### src/rtl/shift_pkg.sv
// Shared types and direccion codes for the Shifts unit and its operand loader.
`timescale 1ns/1ps
package shift_pkg;

    typedef enum logic [1:0] {
        S_DATA  = 2'd0,
        S_SHIFT = 2'd1,
        S_DIR   = 2'd2,
        S_ISSUE = 2'd3
    } state_e;

    localparam logic [2:0] DIR_SLL = 3'd0;
    localparam logic [2:0] DIR_SRL = 3'd1;
    localparam logic [2:0] DIR_SRA = 3'd2;
    localparam logic [2:0] DIR_ROL = 3'd3;
    localparam logic [2:0] DIR_ROR = 3'd4;
    localparam logic [2:0] DIR_MAX = DIR_ROR;

    // Limit a requested shift amount to the operand width.
    function automatic logic [2:0] clamp_shift(input logic [2:0] amt, input logic [2:0] lim);
        return (amt > lim) ? lim : amt;
    endfunction

endpackage

### src/rtl/btn_cond.sv
// Button conditioner: 2-flop synchronizer, optional debounce, rising-edge pulse.
// Optional debounce enabled by defining BTN_DEBOUNCE_EN.
`timescale 1ns/1ps
module btn_cond
`ifdef BTN_DEBOUNCE_EN
#(
    parameter int unsigned DB_CYCLES = 16
)
`endif
(
    input  logic clk,
    input  logic rst,
    input  logic btn_i,
    output logic press_c
);

    logic [1:0] sync_q, sync_d;
    logic       prev_q, prev_d;
    logic       level;

`ifdef BTN_DEBOUNCE_EN
    localparam int unsigned CNT_W = $clog2(DB_CYCLES + 1);

    logic [CNT_W-1:0] cnt_q, cnt_d;
    logic             db_q, db_d;

    // Debounced level follows the synchronized input after DB_CYCLES equal samples.
    always_comb begin
        cnt_d = '0;
        db_d  = db_q;
        if (sync_q[1] != db_q) begin
            if (cnt_q == CNT_W'(DB_CYCLES - 1)) begin
                db_d = sync_q[1];
            end else begin
                cnt_d = cnt_q + CNT_W'(1);
            end
        end
    end

    always_ff @(posedge clk or posedge rst) begin
        if (rst) begin
            cnt_q <= '0;
            db_q  <= 1'b0;
        end else begin
            cnt_q <= cnt_d;
            db_q  <= db_d;
        end
    end

    assign level = db_q;
`else
    assign level = sync_q[1];
`endif

    always_comb begin
        sync_d = {sync_q[0], btn_i};
        prev_d = level;
    end

    always_ff @(posedge clk or posedge rst) begin
        if (rst) begin
            sync_q <= '0;
            prev_q <= 1'b0;
        end else begin
            sync_q <= sync_d;
            prev_q <= prev_d;
        end
    end

    assign press_c = level & ~prev_q;

endmodule

### src/rtl/shift_operand_loader.sv
// Sequences switch entries into a registered data/shift/direccion set for Shifts.
// Optional button debounce enabled by defining BTN_DEBOUNCE_EN.
`timescale 1ns/1ps
module shift_operand_loader
    import shift_pkg::*;
#(
    parameter int unsigned n = 6
`ifdef BTN_DEBOUNCE_EN
    , parameter int unsigned DB_CYCLES = 16
`endif
)(
    input  logic         clk,
    input  logic         rst,
    input  logic [n-1:0] sw,
    input  logic         btn,
    input  logic         btn_clr,
    output logic [n-1:0] data,
    output logic [2:0]   shift,
    output logic [2:0]   direccion,
    output logic         valid,
    output logic         busy,
    output logic         err,
    output logic [1:0]   state_dbg
);

    localparam logic [2:0] SHIFT_LIM = 3'(n);

    logic press_c;
    logic clr_c;

`ifdef BTN_DEBOUNCE_EN
    btn_cond #(.DB_CYCLES(DB_CYCLES)) u_btn (.clk(clk), .rst(rst), .btn_i(btn),     .press_c(press_c));
    btn_cond #(.DB_CYCLES(DB_CYCLES)) u_clr (.clk(clk), .rst(rst), .btn_i(btn_clr), .press_c(clr_c));
`else
    btn_cond u_btn (.clk(clk), .rst(rst), .btn_i(btn),     .press_c(press_c));
    btn_cond u_clr (.clk(clk), .rst(rst), .btn_i(btn_clr), .press_c(clr_c));
`endif

    state_e       state_q, state_d;
    logic [n-1:0] stage_data_q, stage_data_d;
    logic [2:0]   stage_shift_q, stage_shift_d;
    logic [2:0]   stage_dir_q, stage_dir_d;
    logic [n-1:0] data_q, data_d;
    logic [2:0]   shift_q, shift_d;
    logic [2:0]   dir_q, dir_d;
    logic         valid_q, valid_d;
    logic         err_q, err_d;
    logic         dir_ok;

    assign dir_ok = (sw[2:0] <= DIR_MAX);

    always_ff @(posedge clk or posedge rst) begin
        if (rst) begin
            state_q <= S_DATA;
        end else begin
            state_q <= state_d;
        end
    end

    // Clear overrides any press in the same cycle.
    always_comb begin
        state_d = state_q;
        if (clr_c) begin
            state_d = S_DATA;
        end else begin
            case (state_q)
                S_DATA:  if (press_c) state_d = S_SHIFT;
                S_SHIFT: if (press_c) state_d = S_DIR;
                S_DIR:   if (press_c && dir_ok) state_d = S_ISSUE;
                S_ISSUE: state_d = S_DATA;
                default: state_d = S_DATA;
            endcase
        end
    end

    always_comb begin
        stage_data_d  = stage_data_q;
        stage_shift_d = stage_shift_q;
        stage_dir_d   = stage_dir_q;
        data_d        = data_q;
        shift_d       = shift_q;
        dir_d         = dir_q;
        valid_d       = 1'b0;
        err_d         = err_q;
        if (clr_c) begin
            stage_data_d  = '0;
            stage_shift_d = '0;
            stage_dir_d   = '0;
            err_d         = 1'b0;
        end else begin
            case (state_q)
                S_DATA: if (press_c) begin
                    stage_data_d = sw;
                    err_d        = 1'b0;
                end
                S_SHIFT: if (press_c) begin
                    stage_shift_d = clamp_shift(sw[2:0], SHIFT_LIM);
                    err_d         = 1'b0;
                end
                S_DIR: if (press_c) begin
                    if (dir_ok) begin
                        stage_dir_d = sw[2:0];
                        err_d       = 1'b0;
                    end else begin
                        err_d       = 1'b1;
                    end
                end
                S_ISSUE: begin
                    data_d  = stage_data_q;
                    shift_d = stage_shift_q;
                    dir_d   = stage_dir_q;
                    valid_d = 1'b1;
                end
                default: ;
            endcase
        end
    end

    always_ff @(posedge clk or posedge rst) begin
        if (rst) begin
            stage_data_q  <= '0;
            stage_shift_q <= '0;
            stage_dir_q   <= '0;
            data_q        <= '0;
            shift_q       <= '0;
            dir_q         <= '0;
            valid_q       <= 1'b0;
            err_q         <= 1'b0;
        end else begin
            stage_data_q  <= stage_data_d;
            stage_shift_q <= stage_shift_d;
            stage_dir_q   <= stage_dir_d;
            data_q        <= data_d;
            shift_q       <= shift_d;
            dir_q         <= dir_d;
            valid_q       <= valid_d;
            err_q         <= err_d;
        end
    end

    assign data      = data_q;
    assign shift     = shift_q;
    assign direccion = dir_q;
    assign valid     = valid_q;
    assign err       = err_q;
    assign busy      = (state_q != S_DATA);
    assign state_dbg = state_q;

endmodule
### config.mk
export PLATFORM = sky130hd
export DESIGN_NAME = shift_operand_loader
export DESIGN_NICKNAME = d
export VERILOG_FILES = /design/src/rtl/shift_pkg.sv /design/src/rtl/btn_cond.sv /design/src/rtl/shift_operand_loader.sv
export SDC_FILE = /design/constraint.sdc
export NUM_CORES = 1
export LEC_CHECK = 0
export BUFFER_PORTS_ARGS = -buffer_cell sky130_fd_sc_hd__buf_2
export CAP_MARGIN = 40
export CORE_MARGIN = 8
export CORE_UTILIZATION = 40
export DETAILED_ROUTE_END_ITERATION = 6
export PLACE_DENSITY = 0.68
export SLEW_MARGIN = 20
export SYNTH_ARGS = -nofsm -noshare
export SYNTH_HDL_FRONTEND = slang
export SYNTH_HIERARCHICAL = 1
export SYNTH_SLANG_ARGS = --single-unit
### constraint.sdc
create_clock -name clk -period 1.6 [get_ports clk]
set_input_delay 0.32 -clock clk [delete_from_list [all_inputs] [get_ports clk]]
set_output_delay 0.32 -clock clk [all_outputs]
set_load 0.005 [all_outputs]
=== Word-level counts from Yosys, hierarchy flattened ===
Cells that the tools add are included.

* Register bits after elaboration: 34
* Input bits: 10
* Output and inout bits: 17
* Word-level logic and storage cells: 67

* Magnitude comparators: 2
* Equality and inequality tests: 8
* Mux-type cells: 23
* Bitwise logic cells: 5
* Reduce and logical (&&, ||, !) cells: 16

{| class="wikitable"
|+ Operators with widths
! cell !! number
|-
| 2-to-1 mux 3 bit || 8
|-
| 2-to-1 mux 6 bit || 3
|-
| inequality test 3 bit (second input constant) || 4
|-
| nonzero test 2 bit || 6
|-
| AND reduction 3 bit || 3
|-
| 2-to-1 mux 2 bit || 4
|-
| case mux 2 bit (4 select lines) || 1
|-
| 2-to-1 mux 1 bit || 6
|-
| AND reduction 2 bit || 3
|-
| == test 2 bit (second input constant) || 2
|-
| greater-than comparator 3 bit (second input constant) || 1
|-
| <= comparator 3 bit (second input constant) || 1
|-
| inequality test 3 x 1 -> 1 bit (second input constant) || 1
|-
| NOT 1 bit || 3
|-
| nonzero test 3 bit || 1
|-
| AND 1 bit || 2
|-
| == test 2 x 1 -> 1 bit (second input constant) || 1
|-
| logical NOT 2 bit || 1
|-
| case mux 1 bit (2 select lines) || 1
|-
| OR reduction 2 bit || 1
|-
| logical AND 1 bit || 1
|}

=== Longest topological paths before layout ===
Gate-level depths: netlist of the first run.

* Word-level depth: 6
* Gate-level depth with buffers: 6
* Mapped depth without buffers: 5

=== Hierarchy ===
The synthesis of the first run kept the hierarchy.

{| class="wikitable"
|+ By module, submodules not included
! module !! sequential area each (um^2) !! area each (um^2) !! times used !! cells each
|-
| shift_operand_loader || 700.7 || 1,285.0 || 1 || 115
|-
| btn_cond || 75.1 || 92.6 || 2 || 5
|}

=== Worst setup path after synthesis of the first run ===
Ideal clock, no wire load.

* Path type: flip-flop to flip-flop
* Start: register state_q[0] (netlist: state_dbg[0])
* End: register state_q[0] (netlist: state_dbg[0])
* Required time: 1,475 ps
* Path slack: 110 ps
* Stages on the path, launching flop included: 7
* Clock period less this slack: 1,490 ps
* Path buffers: 1
* Arrival: 1,365 ps
* Setup time: 125 ps
* Cell sequence: dfrtp_1 inv_1 ha_1 clkbuf_8 o211ai_1 a21oi_1 mux2_2

* Word-level cells in the longest chain between the ends: 3
* Elaborated cells between the ends (all ways): 10
* Those cells by class: eq/ne (6); mux (2); reduce/logical (2)

{| class="wikitable"
|+ Ends and longest elaborated chain
! element !! RTL line !! text
|-
| start, declared || shift_operand_loader.sv:39 || <nowiki>state_e state_q, state_d;</nowiki>
|-
| start signal, assigned || shift_operand_loader.sv:56 || <nowiki>state_q <= state_d;</nowiki>
|-
| == test 2 bit, or another cell as far along || shift_operand_loader.sv:66 || <nowiki>case (state_q)</nowiki>
|-
| case mux 2 bit (4 select lines) / inequality test 3 bit (equally long branches) || - ||
|-
| 2-to-1 mux 2 bit / AND reduction 3 bit (equally long branches) || - ||
|}

Parallel ways exist; a longest one is shown, timed or not.
A chain may end at the register's enable or synchronous reset.

=== Final worst setup path of the first run ===
* Start: register state_q[0] (netlist: state_dbg[0])
* End: output port busy

* Word-level cells in the longest chain between the ends: 1

{| class="wikitable"
|+ Ends and longest elaborated chain
! element !! RTL line !! text
|-
| nonzero test 2 bit || shift_operand_loader.sv:146 || <nowiki>assign busy = (state_q != S_DATA);</nowiki>
|-
| end, declared || shift_operand_loader.sv:21 || <nowiki>output logic busy,</nowiki>
|}

No other way between the ends.

==> impl_metrics.toml, run 1 <==
[setup_path]
worstPathCellList = "inv_1 -> ha_4 -> buf_6 -> inv_1 -> buf_2"
reg2reg_from = "state_dbg[0]"
worst-path-buf-inv = 4
slowest_stage = "dfrtp_1"
critPathMaxFanout = 8
slowest_delay_ps = 380
critPathArrivalTime_ps = 1250
crit_path_start = "state_dbg[0]"
reg2reg_slack_ps = 80
worst_ep_required_time_ps = 1280
critPathTopFamily = "buffers and inverters"
path_common_cell = "inv_1"
critPathCaptureType = "primary output"
crit_type = "reg -> out"
startpoint_type = "flip-flop"

[global_route]
antenna_found_initial = 0
globalRouteMet1Util_pct = 11.4
grt_pass1_vias = 1115
grt_pass1_wl_microns = 5040
top_usage_layer = "met2"
overflow = 0
grt_util_met2_pct = 16.8
grt_max_degree = 29
grt_util_met3_pct = 4.83
gr-usage-all-layers_pct = 10.5

[power_and_ir_drop]
peakVddDrop_uv = 640
powerDensity_mw_per_mm2 = 1650
power_leakage_uw = 0.000909

[floorplanning]
rows = 22
dieArea_sq_mm = 0.00587
die_height_microns = 76.6
io_pins = 27
start_util_pct = 40.8
die_w_microns = 76.6
core_sq_mm = 0.00361

[timing]
final.setup.worst_slack_ps = 32.0
period_share_pct = 98.0
fin_skew_ps = 5.95
clock.fmax_mhz = 638
drv_slew = 0
setup_violations = 0
finalCriticalPeriod_ps = 1570
slew_headroom_pct = 72.3
fin_hold_ws_ps = 141
hold_viol_final = 0
worst_slew_pin_slew_ps = 415

[hold_path]
holdCritPathClass = "in -> reg"
hp-start = "btn_clr"

[finish]
nNetsFinal = 175
final_common_cell = "dfrtp_1"
fillers = 324
drive_gt1_share_pct = 40.1
syn_to_final_growth_pct = 22.9
final_cell_mix = "dfrtp_1, buf_2, mux2_2, nand2_1, a21oi_1"
antenna_cells = 0

[clock_network]
clk_latency_ps = 280
cts.clk_slew.worst_paths_ps = 70
cts_max_path_buffers = 2
cts.sinks = 34
cts_tree = "yes"
cts_root_buf = "clkbuf_8"
ctsHtreeMaxLevel = 2
numCtsBuffers = 5

[synthesis]
yosys.area.top_type = "dfrtp_1"
yosysWarnings = 6
synth.area.top_cells = "dfrtp_1, mux2_2, a21oi_1, ha_1, nand3_1"
synthCells = 125
synth_area_per_cell_sq_um = 11.8
synth_seq_area_share_pct = 57.9
syn_area_sq_mm = 0.00147
yosysTopAreaCellShare_pct = 57.9
yosysUniqueCellTypes = 25
synth_nets = 139
synth-seq-cells = 34

[flow_run]
cap_violations = 0

[detailed_routing]
detail_route.vias_per_cell = 4.97
first_pass_iters = 4
dr.first_iter.drc_count = 88
drc_errors = 0
wirelength_microns = 2900
drt-wirelength-per-cell_microns = 13.8
dr_total_vias = 1043
ant_nets = 0

[placement]
numPortBuffers = 26
place_ws_ps = 59.5
dp_hpwl_microns = 2090
gp_congestion = 0.815

[run_status]
status = "finished, final reports clean"
## synth_stat cells
cell and count:
or3_1 1, o31ai_1 1, a21oi_1 13, nor3_2 1, nand2b_4 1, a2bb2oi_1 1, nand2_1 13, buf_2 2
dfrtp_1 34, and2b_2 1, nand4_1 4, inv_1 7, ha_1 4, a41oi_1 1, o21a_1 1, buf_6 3
nand3_1 10, nor2b_4 2, o21ai_1 1, mux2_2 13, nor2_1 4, clkbuf_8 1, o211ai_1 1, clkbuf_1 1
o21ai_0 4
## logic make-up after synthesis
kind of cell	after synthesis	share of synthesized area (%)
adders and majority gates	4	3.40
buffers and inverters	14	5.96
and+or+nand+nor	37	14.0
AOI/OAI and AO/OA	23	8.85
DFF	34	57.9
muxes	13	9.96
## cell type report
cell class                 instances  area [sq um]  share of cell area, %
tap                               48          60.1                   3.32
timing repair buffer              36           211                   11.7
inverter                           7          26.3                   1.45
clock buffer                       5          68.8                   3.81
clock inverter                     3          40.0                   2.22
sequential                        34           851                   47.1
multi-input combinational         77           549                   30.4
## worst register-to-register path, cell delays in order, from the launching register on
cell and delay (ps):
dfrtp_1 380, inv_1 150, ha_2 250, o211ai_1 110, a21oi_1 170, mux2_2 350
## power by group
part	total [uW]	switching (uW)	internal (uW)
Combinational	1060	502	559
Sequential	1170	98.8	1070
Clock	753	295	458
Total	2980	896	2090
## final timing paths
kind / endpoint / depth (start not counted)
worst max register to register: state_dbg[0] / 5
max in group asynchronous: direccion[2] / 4
min in group asynchronous: u_btn/sync_q[0] / 3
worst min register to register: u_btn/sync_q[1] / 0
worst min-delay path: u_clr/sync_q[0] / 1
worst max-delay path: busy / 5
## flip-flops by register name, indices dropped and copies added, names as in the netlist
name           count
u_btn/prev_q       1
shift              3
state_dbg          2
data               6
direccion          3
u_clr/prev_q       1
stage_dir_q        3
stage_shift_q      3
valid              1
u_btn/sync_q       2
stage_data_q       6
u_clr/sync_q       2
err                1
## layer usage
layer	wire length (microns)	vias up
li1	-	503
met1	1170	500
met2	1390	32
met3	265	8
met4	70	0
met5	0	-
## stage by stage
step	cells	total power, uW	setup TNS [ps]	util [%]	instance area (sq um)
global route	210	3180	-24.0	50.1	1810
detailed placement	197	2090	0	45.4	1640
floorplan	125	1760	0	-	1470
global placement	197	2030	0	45.4	1640
CTS	207	2890	0	49.0	1770
finish	210	2980	0	50.1	1810
## repair_timing
action                                  4_1_cts  5_1_grt
endpoints found under the setup margin        1        5
pin swaps                                     0        1
hold buffers                                  1        0
gates resized for setup                       1        5
buffers inserted                              1        3
hold endpoints to repair                      6        0
No activity file was read; power rests on OpenSTA's default activity.
==> run 2, diff against run 1 <==
- CORE_UTILIZATION: 40 -> 30
- PLACE_DENSITY: 0.68 -> 0.55
==> run 2 against run 1 <==
  * Hold slack got worse by 1.6 ps
  * Via count fell by 0.29%
  * Setup slack improved by 59 ps
  * Register-to-register slack better by 30 ps
  * Sequential share of layout area fell by 0.96 points
  * Count of clock-buffer cells in the layout did not move
  * Clock power increased by 25%
  * Cell count rose by 9.0%
  * Global-route usage shrank 1.8 points
  * Sequential cell count unchanged
  * Fmax up 3.9%
  * Largest power group unchanged
==> impl_metrics.toml, run 2 (same netlist as run 1, synthesis figures left out) <==
[clock_network]
cts.clk_slew.worst_paths_ps = 70
cts_max_path_buffers = 2
cts_tree = "yes"
clk_latency_ps = 280
cts.sinks = 34
numCtsBuffers = 5
ctsHtreeMaxLevel = 2
cts_root_buf = "clkbuf_8"

[global_route]
gr-usage-all-layers_pct = 8.68
top_usage_layer = "met2"
grt_util_met2_pct = 14.1
grt_pass1_wl_microns = 4970
grt_max_degree = 29
antenna_found_initial = 0
grt_util_met3_pct = 4.39
overflow = 0
globalRouteMet1Util_pct = 9.47
grt_pass1_vias = 1090

[floorplanning]
io_pins = 27
rows = 25
dieArea_sq_mm = 0.00740
core_sq_mm = 0.00472
start_util_pct = 31.1
die_height_microns = 86.0
die_w_microns = 86.0

[timing]
drv_slew = 0
final.setup.worst_slack_ps = 91.4
fin_skew_ps = 6.80
tns_ps = 0
finalCriticalPeriod_ps = 1510
period_share_pct = 94.3
rsz0062_at_grt = "no"
worst_slew_pin_slew_ps = 427
hold_viol_final = 0
slew_headroom_pct = 71.5
setup_violations = 0
clock.fmax_mhz = 663

[hold_path]
holdCritPathClass = "in -> reg"
worstHoldPathCells = 1

[setup_path]
slowest_delay_ps = 400
reg2reg_depth = 5
worst-path-buf-inv = 4
startpoint_type = "flip-flop"
worst_ep_required_time_ps = 1280
slowest_stage = "dfrtp_1"
crit_type = "reg -> out"
critPathCaptureType = "primary output"
cp.depth = 5
critPathMaxFanout = 3
worstPathCellList = "inv_2 -> ha_2 -> buf_6 -> inv_1 -> buf_2"
critPathTopFamily = "flip-flops"
critPathArrivalTime_ps = 1190

[detailed_routing]
ant_nets = 0
drt-wirelength-per-cell_microns = 13.4
dr_total_vias = 1040
first_pass_iters = 4
drc_errors = 0
detail_route.vias_per_cell = 4.54
dr.first_iter.drc_count = 80
wirelength_microns = 3070

[finish]
antenna_cells = 0
syn_to_final_growth_pct = 25.4
regArea_sq_um = 851
fillers = 470
final_cell_mix = "dfrtp_1, buf_2, mux2_2, nand2_1, a21oi_1"
design_area_sq_mm = 0.00184
nNetsFinal = 175
final_common_cell = "dfrtp_1"
multiInputGateArea_sq_um = 534
drive_gt1_share_pct = 39.5

[power_and_ir_drop]
pwr-share-comb_pct = 32.2
pwr-share-seq_pct = 37.5
swShare_pct = 28.9
peakVddDrop_uv = 783
power_leakage_uw = 0.000920
powerDensity_mw_per_mm2 = 1690
switchingPower_uw = 901
power_frac_clock_pct = 30.3
p_int_uw = 2210

[flow_run]
cap_violations = 0

[placement]
numPortBuffers = 26
postPlaceCellArea_sq_mm = 0.00166
gp_congestion = 0.783
place_ws_ps = 83.2
dp_hpwl_microns = 2190

[run_status]
status = "finished, final reports clean"
## run 2: changes by cell type in the layout (fill, tap and decap cells not counted), sizes merged
| cell | previous run | this run |
|---|---|---|
| bufinv | 1 | 2 |
| clkinv | 2 | 1 |
## run 2: layout make-up
class	instances	share of cell area [%]
sequential	34	46.1
multi-input combinational	77	29.0
timing repair buffer	36	11.5
tap	67	4.55
clock buffer	5	3.73
clock inverter	3	3.73
inverter	7	1.42
## run 2: final timing paths
check                                start         endpoint  slack [ps]
setup / recovery              state_dbg[1]             busy          90
hold reg to reg            u_clr/sync_q[0]  u_clr/sync_q[1]         350
min in group asynchronous              rst  u_btn/sync_q[1]         450
setup reg to reg              state_dbg[1]     state_dbg[0]         110
max in group asynchronous              rst         shift[1]         660
hold / removal                         btn  u_btn/sync_q[0]         140
## run 2: stage by stage
stage	power [uW]	cells	util, %	hold slack (ps)
2_1_floorplan	1760	125	-	73.6
3_3_place_gp	2040	216	35.2	204
3_5_place_dp	2080	216	35.2	206
4_1_cts	3110	228	38.9	129
5_1_grt	3310	229	39.0	120
6_report	3110	229	39.0	140
## run 2: power groups by stage
stage / clock network [uW] / logic (uW) / registers, uW
2_1_floorplan: 0 / 564 / 1200
3_3_place_gp: 0 / 853 / 1190
3_5_place_dp: 0 / 880 / 1200
4_1_cts: 969 / 981 / 1170
5_1_grt: 1010 / 1110 / 1200
6_report: 943 / 1000 / 1170
## run 2: per-layer routing
layer,up-vias,wire length [microns]
li1,499,-
met1,509,1340
met2,26,1450
met3,6,227
met4,0,47
met5,-,0
## run 2: repair_timing
item | in CTS | in global routing
endpoints found under the hold margin | 6 | 0
setup endpoints to repair | 1 | 1
pin swaps | 1 | 1
setup buffers | 3 | 1
hold buffers | 1 | 0
resized for setup | 2 | 2
==> run 3, diff against run 2 <==
- clock period: 1.6 -> 1.7 ns (I/O delays scaled with it)
==> run 3 against run 2 <==
  * Die area unchanged
  * Core utilization decreased by 1.2 points
  * Count of clock-buffer cells in the layout increased by 2
  * Non-clock buffer count decreased by 5
  * First-iteration DRC count decreased by 48%
  * Wire length decreased by 2.4%
  * Final area decreased by 3.1%
  * Critical endpoint unchanged
  * Combinational power decreased by 12%
  * Clock skew about the same
  * Sequential share of layout area increased by 1.5 points
  * Register-to-register slack about the same
  * Via count decreased by 0.38%
==> impl_metrics.toml, run 3 (same netlist as run 1, synthesis figures left out) <==
[global_route]
gr-usage-all-layers_pct = 8.87
grt_pass1_vias = 1088
overflow = 0
grt_pass1_wl_microns = 5090
antenna_found_initial = 0
grt_max_degree = 29

[clock_network]
cts.clk_slew.worst_paths_ps = 60
cts_max_path_buffers = 2
cts_tree = "yes"
ctsHtreeMaxLevel = 2
postCtsSetupRepairBufs = 0
cts.sinks = 34
clk_latency_ps = 290
cts_root_buf = "clkbuf_8"
numCtsBuffers = 5

[floorplanning]
die_w_microns = 86.0
rows = 25
io_pins = 27
die_height_microns = 86.0
dieArea_sq_mm = 0.00740
core_sq_mm = 0.00472
start_util_pct = 31.1

[finish]
antenna_cells = 0
regArea_sq_um = 851
drive_gt1_share_pct = 36.3
syn_to_final_growth_pct = 21.6
nNetsFinal = 170
fillers = 471
multiInputGateArea_sq_um = 547
final_cell_mix = "dfrtp_1, buf_2, mux2_2, nand2_1, a21oi_1"
final_common_cell = "dfrtp_1"
utilization_pct = 37.9

[setup_path]
critPathArrivalTime_ps = 1250
crit_type = "reg -> out"
critPathCaptureType = "primary output"
startpoint_type = "flip-flop"
worst_ep_required_time_ps = 1360
critPathMaxFanout = 10

[timing]
final.setup.worst_slack_ps = 109
fin_skew_ps = 7.01
period_share_pct = 93.6
hold_viol_final = 0
slew_headroom_pct = 71.2
finalCriticalPeriod_ps = 1590
clock.fmax_mhz = 628
rsz0062_at_grt = "yes"
worst_slew_pin_slew_ps = 431
fin_hold_ws_ps = 157
setup_violations = 0
tns_ps = 0
drv_slew = 0

[placement]
place_ws_ps = 92.2
numPortBuffers = 26
dp_hpwl_microns = 2170
gp_congestion = 0.842

[flow_run]
cap_violations = 0

[hold_path]
holdCritPathClass = "in -> reg"

[detailed_routing]
dr.first_iter.drc_count = 42
wirelength_microns = 3000
dr_total_vias = 1036
ant_nets = 0
drt-wirelength-per-cell_microns = 13.4
first_pass_iters = 4
detail_route.vias_per_cell = 4.63
drc_errors = 0

[power_and_ir_drop]
powerDensity_mw_per_mm2 = 1510
peakVddDrop_uv = 511
power_leakage_uw = 0.000880
p_total_uw = 2690

[run_status]
status = "finished, final reports clean"
==> run 3: changes by cell type in the layout (fill, tap and decap cells not counted), sizes merged <==
cell / delta
buf: -5
bufinv: -1
clkbuf: +2
clkinv: -1
==> run 3: report_power, final <==
part / switching [uW] / total, uW / internal [uW]
registers: 97.7 / 1100 / 1010
clock network: 272 / 711 / 438
logic: 437 / 880 / 443
==> run 3: timing repair <==
item | 4_1_cts | 5_1_grt
resized for setup | 0 | 5
hold buffers | 1 | 0
endpoints found under the hold margin | 6 | 0
endpoints found under the setup margin | 0 | 3
==> run 3: final timing paths <==
path | depth (start not counted) | from | slack [ps] | endpoint
worst max-delay path | 5 | state_dbg[1] | 110 | busy
worst min-delay path | 1 | btn_clr | 160 | u_clr/sync_q[0]
worst max register to register | 5 | state_dbg[0] | 110 | state_dbg[0]
worst min register to register | 0 | u_clr/sync_q[0] | 350 | u_clr/sync_q[1]
max in group asynchronous | 4 | rst | 760 | err
min in group asynchronous | 3 | rst | 470 | u_btn/sync_q[0]
==> run 3: routing by layer <==
metal / share of wire, % / routed length [microns] / track usage [%]
met4: 2.2 / 65 / 4.62
met3: 7.0 / 209 / 4.78
met1: 46 / 1370 / 9.73
met2: 45 / 1350 / 13.5
met5: 0 / 0 / 0
==> run 3: final cells by class <==
cell class	instances	share of cell area (%)
Clock buffer	7	4.27
Inverter	7	1.47
Timing Repair Buffer	31	9.73
Sequential cell	34	47.6
Tap cell	67	4.69
Multi-Input combinational cell	77	30.6
Clock inverter	1	1.68
==> run 3: metrics by stage <==
| stage | area (sq um) | instances |
|---|---|---|
| 4_1_cts | 1770 | 224 |
| 5_1_grt | 1790 | 224 |
| 3_3_place_gp | 1650 | 215 |
| 6_report | 1790 | 224 |
| 3_5_place_dp | 1650 | 215 |
| 2_1_floorplan | 1470 | 125 |
==> run 3: critical path, cell delays in order, from the launching register on <==
cell,delay (ps)
dfrtp_1,430
inv_2,120
ha_4,140
buf_6,130
inv_1,40
buf_2,120
